### src/rtl/vector_lsu.sv
// vector_lsu: walks VLEN elements between data memory and a vector register.
// Unit-stride, strided and masked loads/stores; one done pulse per command.
module vector_lsu #(
  parameter int VLEN = 8,
  parameter int DW   = 8,
  parameter int AW   = 8,
  parameter int IW   = 3
) (
  input  logic            clk,
  input  logic            reset,
  input  logic            start,
  input  logic            rw,
  input  logic            stride_enable,
  input  logic            mask_enable,
  input  logic [AW-1:0]   base,
  input  logic [AW-1:0]   stride,
  input  logic [VLEN-1:0] mask,
  input  logic [DW-1:0]   vreg_rdata,
  input  logic [DW-1:0]   mem_rdata,
  output logic [IW-1:0]   elem_idx,
  output logic            vreg_we,
  output logic [DW-1:0]   vreg_wdata,
  output logic [AW-1:0]   mem_addr,
  output logic [DW-1:0]   mem_wdata,
  output logic            mem_we,
  output logic            mem_re,
  output logic            busy,
  output logic            done
);

  typedef enum logic [1:0] {
    IDLE,
    RUN,
    CAPT,
    DONE
  } state_t;

  state_t state;
  state_t nstate;

  logic [IW-1:0]   idx;
  logic [AW-1:0]   addr;
  logic [AW-1:0]   stride_l;
  logic [VLEN-1:0] mask_l;
  logic            rw_l;
  logic            se_l;
  logic            me_l;

  logic            active;
  logic            last;
  logic            adv;
  logic            load;
  logic [AW-1:0]   step;

  assign active = ~me_l | mask_l[idx];
  assign last   = (idx == IW'(VLEN - 1));
  assign step   = se_l ? stride_l : AW'(1);

  // Next state and Moore-style strobes decoded from state and latches
  always_comb begin
    nstate     = state;
    adv        = 1'b0;
    load       = 1'b0;
    vreg_we    = 1'b0;
    vreg_wdata = '0;
    mem_addr   = '0;
    mem_wdata  = '0;
    mem_we     = 1'b0;
    mem_re     = 1'b0;
    done       = 1'b0;
    unique case (state)
      IDLE: begin
        if (start) begin
          load   = 1'b1;
          nstate = RUN;
        end
      end
      RUN: begin
        if (!active) begin
          adv = 1'b1;
        end else if (rw_l) begin
          mem_we    = 1'b1;
          mem_addr  = addr;
          mem_wdata = vreg_rdata;
          adv       = 1'b1;
        end else begin
          mem_re   = 1'b1;
          mem_addr = addr;
          nstate   = CAPT;
        end
      end
      CAPT: begin
        vreg_we    = 1'b1;
        vreg_wdata = mem_rdata;
        adv        = 1'b1;
      end
      DONE: begin
        done   = 1'b1;
        nstate = IDLE;
      end
      default: nstate = IDLE;
    endcase
    if (adv) begin
      nstate = last ? DONE : RUN;
    end
  end

  assign busy     = (state != IDLE);
  assign elem_idx = busy ? idx : '0;

  // State register
  always_ff @(posedge clk or negedge reset) begin
    if (!reset) begin
      state <= IDLE;
    end else begin
      state <= nstate;
    end
  end

  // Command latch, element index and address walk
  always_ff @(posedge clk or negedge reset) begin
    if (!reset) begin
      idx      <= '0;
      addr     <= '0;
      stride_l <= '0;
      mask_l   <= '0;
      rw_l     <= 1'b0;
      se_l     <= 1'b0;
      me_l     <= 1'b0;
    end else if (load) begin
      idx      <= '0;
      addr     <= base;
      stride_l <= stride;
      mask_l   <= mask;
      rw_l     <= rw;
      se_l     <= stride_enable;
      me_l     <= mask_enable;
    end else if (adv) begin
      addr <= addr + step;
      if (!last) begin
        idx <= idx + 1'b1;
      end
    end
  end

endmodule

### config.mk
export PLATFORM = sky130hd
export DESIGN_NAME = vector_lsu
export DESIGN_NICKNAME = d
export VERILOG_FILES = /design/src/rtl/vector_lsu.sv
export SDC_FILE = /design/constraint.sdc
export NUM_CORES = 1
export LEC_CHECK = 0
export ABC_CLOCK_PERIOD_IN_PS = 3600
export BUFFER_PORTS_ARGS = -buffer_cell sky130_fd_sc_hd__clkbuf_2
export CAP_MARGIN = 10
export CORE_MARGIN = 5
export CORE_UTILIZATION = 53
export CTS_CLUSTER_SIZE = 24
export DETAILED_ROUTE_END_ITERATION = 6
export GPL_ROUTABILITY_DRIVEN = 0
export GPL_TIMING_DRIVEN = 1
export PLACE_DENSITY = 0.86
export SETUP_SLACK_MARGIN = 0.1
export SYNTH_ARGS = -nofsm -noshare
export SYNTH_HDL_FRONTEND = slang
export SYNTH_SLANG_ARGS = --single-unit
### constraint.sdc
create_clock -name clk -period 3.6 [get_ports clk]
set_clock_uncertainty 0.05 [all_clocks]
set_input_delay 0.72 -clock clk [delete_from_list [all_inputs] [get_ports clk]]
set_output_delay 0.72 -clock clk [all_outputs]
set_load 0.01 [all_outputs]
==> results of run 1 <==
## path summary, 6_finish.rpt
kind	slack, ns	cells past startpoint	to	from
min	0.42	2	stride_l[3]	stride_l[3]
max reg2reg	1.24	6	addr[1]	idx[1]
min reg2reg	0.42	2	stride_l[3]	stride_l[3]
min in group asynchronous	0.47	1	stride_l[3]	reset
max in group asynchronous	2.53	1	mask_l[0]	reset
max	0.57	7	mem_wdata[5]	idx[1]
## cells by family after synthesis
group | after synthesis
and+or+nand+nor | 130
buffers and inverters | 20
DFF | 32
xor gates and xnor gates | 5
muxes | 8
adders and majority gates | 14
AOI/OAI and AO/OA | 32
## state kept, by name, indices dropped and copies added, names as in the netlist
register  cells
stride_l      8
me_l          1
rw_l          1
se_l          1
mask_l        8
idx           3
addr          8
state         2
## placed cells by master, fill, tap and decap left out, types with 2 or more instances in the layout
cell	n
a21oi_1	6
a31oi_1	3
and2_1	22
and3_1	11
clkbuf_1	2
clkbuf_2	77
clkbuf_8	6
dfrtp_1	32
ha_1	13
inv_1	10
mux2_2	2
mux2i_1	5
nand2_1	69
nand3_1	5
nor2_1	9
nor2b_1	5
nor3_1	3
o21a_1	2
o21ai_0	7
o21ai_1	5
o31a_1	2
xnor2_1	4
## area by class of cell
type                            count  share of cell area, %
Clock buffer                        8                  3.584
Inverter                           10                  1.493
Tap cell                           48                  2.389
Multi-Input combinational cell    189                  45.05
Sequential cell                    32                  31.86
Timing Repair Buffer               78                  15.63
## power by group through the flow
stage               combinational [mW]  sequential (mW)  clock [mW]
floorplan                        0.936            0.630           0
global placement                  1.19            0.662           0
detailed placement                1.22            0.674           0
CTS                               1.23            0.668       0.286
global route                      1.39            0.696       0.303
finish                            1.23            0.667       0.278
## metal layers
metal | vias to the layer above | global-route usage (%) | share of wire, %
met1 | 841 | 23.83 | 42
met4 | 0 | 6.889 | 1.4
met3 | 5 | 6.031 | 9.9
met2 | 79 | 33.47 | 47
li1 | 950 | - | -
met5 | - | 0 | 0
## worst register-to-register path, cell delays in order, from the launching register on
cell     delay (ns)
dfrtp_1        0.46
mux2_2         0.37
nor3b_1        0.27
o31a_1         0.25
or2_1          0.44
a21oi_1        0.13
mux2_2         0.27
==> impl_metrics.env, run 1 <==
export IMPL_outcome="complete, no violations"
export IMPL_drt_wl_total_mm=4.829
export IMPL_holdWs_ns=0.4226
export IMPL_stdcell_count=365
export IMPL_syn_cell_area_um2=2016
export IMPL_avgSynthCellArea_um2=8.364
export IMPL_total_power_mw=2.175
export IMPL_setup_tns_final_ns=0
export IMPL_cp_slowest_cell="dfrtp_1"
export IMPL_final_antenna_net_count=0
export IMPL_synthTopCellsByArea="dfrtp_1, nand2_1, ha_1, and2_1, and3_1"
export IMPL_p_clk_share_pct=12.8
export IMPL_yosysSeqAreaShare_pct=39.73
export IMPL_cts_tree="done"
export IMPL_place_area_um2=2424
export IMPL_num_fill_cells=318
export IMPL_synth_largest_area_cell="dfrtp_1"
export IMPL_period_share_pct=84.11
export IMPL_yosysWarnings=0
export IMPL_crit_chain="mux2_2 > nor3b_1 > o31ai_1 > buf_4 > and3_1 > and2_1 > clkbuf_2"
export IMPL_diodes=0
export IMPL_ys_ff_latch=32
export IMPL_htree_levels=2
export IMPL_clock_latency_ns=0.28
export IMPL_cp_max_fo=12
export IMPL_syn_inst=241
export IMPL_critPathKind="reg -> out"
export IMPL_die_width_um=71.67
export IMPL_dieArea_um2=5137
export IMPL_track_usage_pct=19.81
export IMPL_rsz0062_at_grt="no"
export IMPL_seqPwrFrac_pct=30.7
export IMPL_powerDensity_nw_per_um2=865.2
export IMPL_start_kind="register"
export IMPL_rows=22
export IMPL_regArea_um2=800.8
export IMPL_maxSlewViolCount=0
export IMPL_fin_nets=376
export IMPL_gr_total_overflow=0
export IMPL_cts_buffers=5
export IMPL_synth_nets=301
export IMPL_grt_max_degree=34
export IMPL_setup_viol=0
export IMPL_fp_coreArea_um2=3661
export IMPL_yosysMostFrequentCell="nand2_1"
export IMPL_slowest_delay_ns=0.46
export IMPL_synth_top_family_by_area="simple AND/OR/NAND/NOR gates"
export IMPL_post_route_cell_area_um2=2514
export IMPL_synth_xor_area_share_pct=2.173
export IMPL_synth_top_cells_by_count="nand2_1, dfrtp_1, and2_1"
export IMPL_swShare_pct=42.95
export IMPL_synth_ff_type="dfrtp_1"
export IMPL_num_vias=1875
export IMPL_dp_worst_setup_slack_ns=0.8737
export IMPL_wire_per_inst_um=13.23
export IMPL_relSlewSlack_pct=27.55
export IMPL_layout_drive_gt1_share_pct=27.76
export IMPL_areaGrowthSynthToFinish_pct=24.71
export IMPL_irDropWorstVdd_mv=0.3511
export IMPL_utilization_pct=68.66
export IMPL_vias_per_cell=5.137
export IMPL_p_int_mw=1.241
export IMPL_drt_pass1_iter_count=6
export IMPL_clock_sinks=32
export IMPL_multi_input_area_um2=1132
export IMPL_period_minus_slack_ns=3.028
export IMPL_cp_required_ns=2.83
export IMPL_max_cap_violations=0
export IMPL_synthSimpleGateAreaFrac_pct=30.42
export IMPL_drtIter0Drc=64
export IMPL_async_flop_share_pct=100.0
export IMPL_clkTransAtPathRegs_ns=0.06
export IMPL_synth_compound_area_share_pct=9.808
export IMPL_postCtsSetupRepairBufs=0
export IMPL_place_hpwl_mm=3.749
export IMPL_setup_worst_path_end_class="primary output"
export IMPL_dp_cells=357
export IMPL_synth_edf_count=0
export IMPL_crit_arrival_ns=2.26
export IMPL_cts_resized_gates=0
export IMPL_cts_hold_buf=0
export IMPL_hold_violations=0
export IMPL_die_h_um=71.67
export IMPL_combPwrFrac_pct=56.5
export IMPL_ys_types=37
export IMPL_cp_buffers_inverters=2
export IMPL_fmax_mhz=330.3
export IMPL_antenna_found_initial=0
export IMPL_min_path_type="reg -> reg"
export IMPL_worst_slew_pin_slew_ns=1.087
export IMPL_p_sw_uw=934.2
export IMPL_synth_top_area_share_pct=39.73
export IMPL_muxShareOfSynthArea_pct=4.718
export IMPL_drc=0
export IMPL_ios=78
export IMPL_clock_root_buffer="clkbuf_8"
export IMPL_critPathTopFamily="simple AND/OR/NAND/NOR gates"
export IMPL_grt_pass1_vias=1776
export IMPL_portBuffers=77
export IMPL_clockBufferDepth=2
export IMPL_initial_utilization_pct=55.06
export IMPL_synth_adder_area_share_pct=9.063
export IMPL_p_leak_nw=1.380
export IMPL_setup_slack_ns=0.5722
export IMPL_grt_pass1_wl_mm=8.024
(Power assumes the default switching activity.)
==> run 2: changes to the inputs <==
Settings changed: ABC_AREA set to 1, ABC_CLOCK_PERIOD_IN_PS 3600 to 2550, CORE_UTILIZATION 53 to 45, PLACE_DENSITY 0.86 to 0.77.
Clock period 3.6 ns to 2.55 ns, I/O delays scaled along.
==> run 2 against run 1 <==
Effect of this change: synthesized cell count grew 27%; critical path depth up 3; area after synthesis up 5.0%; worst hold slack got worse by 0.18 ns; register-to-register slack got worse by 0.82 ns.
==> impl_metrics.env, run 2 <==
export IMPL_outcome="complete, no violations"
export IMPL_synth_ff_type="dfrtp_1"
export IMPL_irDropWorstVdd_mv=0.5040
export IMPL_dp_worst_setup_slack_ns=0.3605
export IMPL_final_antenna_net_count=0
export IMPL_avgSynthCellArea_um2=6.914
export IMPL_place_area_um2=2540
export IMPL_die_h_um=78.57
export IMPL_diodes=0
export IMPL_slowest_delay_ns=0.46
export IMPL_synth_xor_area_share_pct=2.070
export IMPL_areaGrowthSynthToFinish_pct=25.90
export IMPL_met1Wirelength_mm=2.122
export IMPL_crit_chain="inv_4 > nand2_1 > nand3_1 > nand3_1 > nand3_2 > nand2_4 > nor2_4 > inv_2 > nor2_1 > clkbuf_2"
export IMPL_relSlewSlack_pct=47.20
export IMPL_holdWs_ns=0.2436
export IMPL_cp_buffers_inverters=3
export IMPL_reg_top3="addr: 8 flops, mask_l: 8 flops, stride_l: 8 flops"
export IMPL_syn_inst=306
export IMPL_powerDensity_nw_per_um2=1199
export IMPL_num_fill_cells=478
export IMPL_setup_viol=0
export IMPL_synth_top_family_by_area="simple AND/OR/NAND/NOR gates"
export IMPL_die_width_um=78.57
export IMPL_crit_top_cell="nand3_1"
export IMPL_ys_ff_latch=32
export IMPL_synthTopCellsByArea="dfrtp_1, nand2_1, inv_1, ha_1, nor2_1"
export IMPL_wire_per_inst_um=10.73
export IMPL_clock_root_buffer="clkbuf_8"
export IMPL_ios=78
export IMPL_yosysMostFrequentCell="nand2_1"
export IMPL_most_common_layout_cells="nand2_1, clkbuf_2, inv_1"
export IMPL_vias_per_cell=4.603
export IMPL_grt_max_degree=33
export IMPL_drtIter0Drc=121
export IMPL_worst_slew_pin_slew_ns=0.7919
export IMPL_stdcell_count=441
export IMPL_period_minus_slack_ns=2.253
export IMPL_yosysWarnings=0
export IMPL_fin_nets=446
export IMPL_antenna_found_initial=0
export IMPL_rsz0062_at_grt="no"
export IMPL_dieArea_um2=6173
export IMPL_cp_slowest_cell="dfrtp_2"
export IMPL_p_leak_nw=1.677
export IMPL_layout_drive_gt1_share_pct=28.42
export IMPL_track_usage_pct=16.48
export IMPL_setup_slack_ns=0.2968
export IMPL_grt_pass1_vias=1954
export IMPL_async_flop_share_pct=100.0
export IMPL_worst_r2r_setup_slack_ns=0.42
export IMPL_grt_pass1_wl_mm=8.266
export IMPL_yosysSeqAreaShare_pct=37.85
export IMPL_min_path_type="in -> async"
export IMPL_drc=0
export IMPL_synth_edf_count=0
export IMPL_rr_endpoint="addr[6]"
export IMPL_setup_worst_path_start="idx[0]"
export IMPL_syn_cell_area_um2=2116
export IMPL_cp_max_fo=8
export IMPL_portBuffers=77
export IMPL_total_power_mw=3.194
export IMPL_utilization_pct=57.54
export IMPL_dp_cells=431
export IMPL_htree_levels=2
export IMPL_hold_violations=0
export IMPL_fp_coreArea_um2=4629
export IMPL_cts_hold_buf=0
export IMPL_synth_adder_area_share_pct=8.634
export IMPL_num_vias=2030
export IMPL_initial_utilization_pct=45.70
export IMPL_synth_compound_area_share_pct=5.204
export IMPL_synth_top_area_share_pct=37.85
export IMPL_gr_total_overflow=0
export IMPL_synth_largest_area_cell="dfrtp_1"
export IMPL_critPathKind="reg -> out"
export IMPL_place_hpwl_mm=3.772
export IMPL_drt_pass1_iter_count=4
export IMPL_maxSlewViolCount=0
export IMPL_max_cap_violations=0
export IMPL_critPathTopFamily="simple AND/OR/NAND/NOR gates"
export IMPL_clock_latency_ns=0.29
export IMPL_post_route_cell_area_um2=2664
export IMPL_fmax_mhz=443.8
export IMPL_r2r_start="se_l"
export IMPL_ys_types=24
export IMPL_muxShareOfSynthArea_pct=0
export IMPL_setup_worst_path_end_class="primary output"
export IMPL_cp_required_ns=1.99
export IMPL_top_layer="met4"
export IMPL_dr_wl_met3_um=259
export IMPL_synth_nets=366
export IMPL_reg2regPathDepth=14
export IMPL_cts_tree="done"
export IMPL_mostFrequentLayoutCell="nand2_1"
export IMPL_wl_met2_mm=2.278
export IMPL_start_kind="register"
export IMPL_clock_sinks=32
export IMPL_clkTransAtPathRegs_ns=0.07
export IMPL_clockBufferDepth=2
export IMPL_cts_buffers=5
export IMPL_crit_arrival_ns=1.69
export IMPL_synthSimpleGateAreaFrac_pct=35.30
export IMPL_period_share_pct=88.36
export IMPL_drt_wl_total_mm=4.731
export IMPL_synth_top_cells_by_count="nand2_1, inv_1, dfrtp_1"
export IMPL_rows=25
export IMPL_setup_tns_final_ns=0
-- run 2: cell count changes after synthesis, moves of 4 or more --
cell	previous run	this run
clkbuf_1	9	5
nand3_1	5	9
and2_1	22	0
and3_1	11	0
nand2_1	69	125
nand3_2	0	4
mux2i_1	5	0
nor2b_1	5	0
nor2_1	9	27
nand2_2	0	5
inv_1	10	48
-- run 2: what timing repair did --
item | CTS | global route
setup buffers | 0 | 2
endpoints found under the setup margin | 8 | 8
resized for setup | 2 | 4
pin swaps | 0 | 1
-- run 2: how the worst max path moves through the flow --
stage	slack, ns	cells past startpoint	to
after floorplan	0.50	15	addr[6]
after global placement	0.42	10	mem_wdata[1]
after detailed placement	0.36	10	mem_wdata[7]
after CTS	0.11	10	mem_wdata[7]
after global routing	0.15	10	mem_wdata[0]
final	0.30	10	mem_wdata[5]
-- run 2: cells by family (layout without fill, tap and decap cells) --
logic type,count (synthesis),after routing
AO/OA/AOI/OAI,20,20
XOR/XNOR,5,5
adder cells (fa/ha/maj),14,14
buffers and inverters,58,139
flip-flops,32,32
AND/OR/NAND/NOR,177,177
-- run 2: per-layer routing --
layer  global-route usage (%)  vias up
met3                    4.128        6
met4                    5.594        0
met1                    19.68      895
met5                        0        -
met2                    28.69       55
li1                         -     1074
-- run 2: cell type report --
class | instances | area [µm²] | share of cell area [%]
Sequential cell | 32 | 802.0 | 30.11
Clock inverter | 3 | 23.77 | 0.8924
Multi-Input combinational cell | 216 | 1096 | 41.15
Timing Repair Buffer | 81 | 415.4 | 15.59
Inverter | 50 | 190.2 | 7.139
Clock buffer | 5 | 68.82 | 2.583
Tap cell | 54 | 67.56 | 2.536
-- run 2: worst register-to-register path, cell delays in order, from the launching register on --
cell	delay (ns)
dfrtp_1	0.46
nand2_1	0.11
ha_1	0.16
inv_1	0.05
fa_1	0.40
o21ai_0	0.28
nand2_1	0.08
nand2_1	0.06
nand2_1	0.06
nand2_1	0.06
nand2_1	0.04
nand3_1	0.06
nand2_1	0.05
nand2_1	0.05
o21ai_1	0.06
-- run 2: power breakdown --
group | internal, mW | switching [mW]
Sequential | 0.758 | 0.175
Combinational | 0.721 | 1.14
Clock | 0.193 | 0.208
==> run 3: changes to the inputs <==
--- a/config.mk
+++ b/config.mk
@@ -10,4 +10,5 @@
 export BUFFER_PORTS_ARGS = -buffer_cell sky130_fd_sc_hd__clkbuf_2
 export CAP_MARGIN = 10
+export CORE_ASPECT_RATIO = 1.25
 export CORE_MARGIN = 5
 export CORE_UTILIZATION = 45
--- a/constraint.sdc
+++ b/constraint.sdc
@@ -3,3 +3,3 @@
 set_input_delay 0.51 -clock clk [delete_from_list [all_inputs] [get_ports clk]]
 set_output_delay 0.51 -clock clk [all_outputs]
-set_load 0.01 [all_outputs]
+set_load 0.005 [all_outputs]
==> run 3 against run 2 <==
Effect of this change: routed wire length up 6.0%; fmax rose by 0.33%; critical path depth unchanged; cell count rose by 0.45%; global-route usage grew 1.0 points.
==> impl_metrics.env, run 3 (synthesis results as in run 2) <==
export IMPL_drtIter0Drc=71
export IMPL_initial_utilization_pct=45.41
export IMPL_p_leak_nw=1.662
export IMPL_crit_chain="inv_4 > nand2_1 > nand3_1 > nand3_1 > nand3_2 > nand2_4 > nor2_4 > inv_2 > nor2_1 > clkbuf_2"
export IMPL_setup_tns_final_ns=0
export IMPL_cts_buffers=5
export IMPL_relSlewSlack_pct=44.14
export IMPL_cp_required_ns=1.99
export IMPL_clock_latency_ns=0.28
export IMPL_clock_sinks=32
export IMPL_rsz0062_at_grt="no"
export IMPL_diodes=0
export IMPL_htree_levels=2
export IMPL_critPathTopFamily="simple AND/OR/NAND/NOR gates"
export IMPL_die_h_um=86.67
export IMPL_grt_pass1_vias=2043
export IMPL_clkTransAtPathRegs_ns=0.07
export IMPL_worst_slew_pin_slew_ns=0.8379
export IMPL_min_path_type="in -> async"
export IMPL_cp_buffers_inverters=3
export IMPL_wire_per_inst_um=11.32
export IMPL_setup_worst_path_end_class="primary output"
export IMPL_slowest_delay_ns=0.46
export IMPL_dieArea_um2=6182
export IMPL_die_width_um=71.33
export IMPL_start_kind="register"
export IMPL_holdWs_ns=0.2693
export IMPL_rows=28
export IMPL_outcome="complete, no violations"
export IMPL_most_common_layout_cells="nand2_1, clkbuf_2, inv_1"
export IMPL_critPathKind="reg -> out"
export IMPL_hold_violations=0
export IMPL_ios=78
export IMPL_fmax_mhz=445.3
export IMPL_gr_total_overflow=0
export IMPL_powerDensity_nw_per_um2=1171
export IMPL_place_hpwl_mm=3.842
export IMPL_reg_top3="addr: 8 flops, mask_l: 8 flops, stride_l: 8 flops"
export IMPL_crit_top_cell="nand3_1"
export IMPL_drc=0
export IMPL_drt_wl_total_mm=5.015
export IMPL_fin_nets=443
export IMPL_clock_root_buffer="clkbuf_8"
export IMPL_crit_arrival_ns=1.69
export IMPL_worst_r2r_setup_slack_ns=0.35
export IMPL_postCtsSetupRepairBufs=0
export IMPL_vias_per_cell=4.582
export IMPL_fp_coreArea_um2=4659
export IMPL_cp_slowest_cell="dfrtp_2"
export IMPL_grt_pass1_wl_mm=8.631
export IMPL_cts_tree="done"
export IMPL_setup_viol=0
export IMPL_areaGrowthSynthToFinish_pct=24.66
export IMPL_layout_drive_gt1_share_pct=27.68
export IMPL_track_usage_pct=17.51
export IMPL_drt_pass1_iter_count=5
export IMPL_grt_max_degree=35
export IMPL_final_antenna_net_count=0
export IMPL_period_minus_slack_ns=2.246
export IMPL_antenna_found_initial=0
export IMPL_max_cap_violations=0
export IMPL_portBuffers=77
export IMPL_num_vias=2030
export IMPL_cp_max_fo=10
export IMPL_total_power_mw=3.089
export IMPL_maxSlewViolCount=0
export IMPL_period_share_pct=88.07
export IMPL_clockBufferDepth=2
export IMPL_irDropWorstVdd_mv=0.6607
export IMPL_mostFrequentLayoutCell="nand2_1"
-- run 3: report_power, final --
group	total, mW	internal [mW]	switching, mW
registers	0.941	0.758	0.183
logic	1.78	0.690	1.09
clock network	0.371	0.184	0.187
total	3.09	1.63	1.46
-- run 3: what timing repair did --
item / CTS / global route
gates cloned: 0 / 0
resized for setup: 1 / 5
setup endpoints to repair: 8 / 8
hold buffers: 0 / 0
-- run 3: final cells by class --
| type | instances | area [µm²] |
|---|---|---|
| Clock buffer | 5 | 68.82 |
| Clock inverter | 2 | 12.51 |
| Fill cell | 466 | 2022 |
| Inverter | 50 | 190.2 |
| Multi-Input combinational cell | 216 | 1096 |
| Sequential cell | 32 | 802.0 |
| Tap cell | 60 | 75.07 |
| Timing Repair Buffer | 78 | 392.9 |
-- run 3: final timing paths --
check,start,end,depth (start not counted)
min in group clk,mask[6],mask_l[6],3
max in group asynchronous,reset,idx[0],1
max,idx[0],mem_wdata[0],10
min,reset,addr[1],1
min reg2reg,addr[7],addr[7],2
max reg2reg,se_l,addr[6],14
-- run 3: metal layers --
layer	share of wire (%)	wire [µm]	global-route usage (%)	vias to the layer above
met5	0	0	0	-
met4	1.2	60	6.667	0
met3	4.9	246	4.176	4
met2	53	2659	32.94	46
met1	41	2048	18.55	913
li1	-	-	-	1067
-- run 3: worst register-to-register path, cell delays in order, from the launching register on --
cell and delay (ns):
dfrtp_1 0.47, nand2_1 0.11, ha_1 0.16, inv_1 0.05, fa_1 0.39, o21ai_0 0.30
nand2_1 0.09, nand2_1 0.07, nand2_1 0.06, nand2_1 0.06, nand2_1 0.05, nand3_1 0.07
nand2_1 0.05, nand2_1 0.05, o21ai_1 0.06
-- run 3: through the flow --
stage	setup WS (ns)	instance area, µm²	std cells	util [%]
after CTS	0.1157	2621	443	56.26
final	0.3043	2638	443	56.61
after detailed placement	0.3817	2540	436	54.51
after global routing	0.1076	2638	443	56.61
after global placement	0.4326	2540	436	54.51
after floorplan	0.4992	2116	306	-
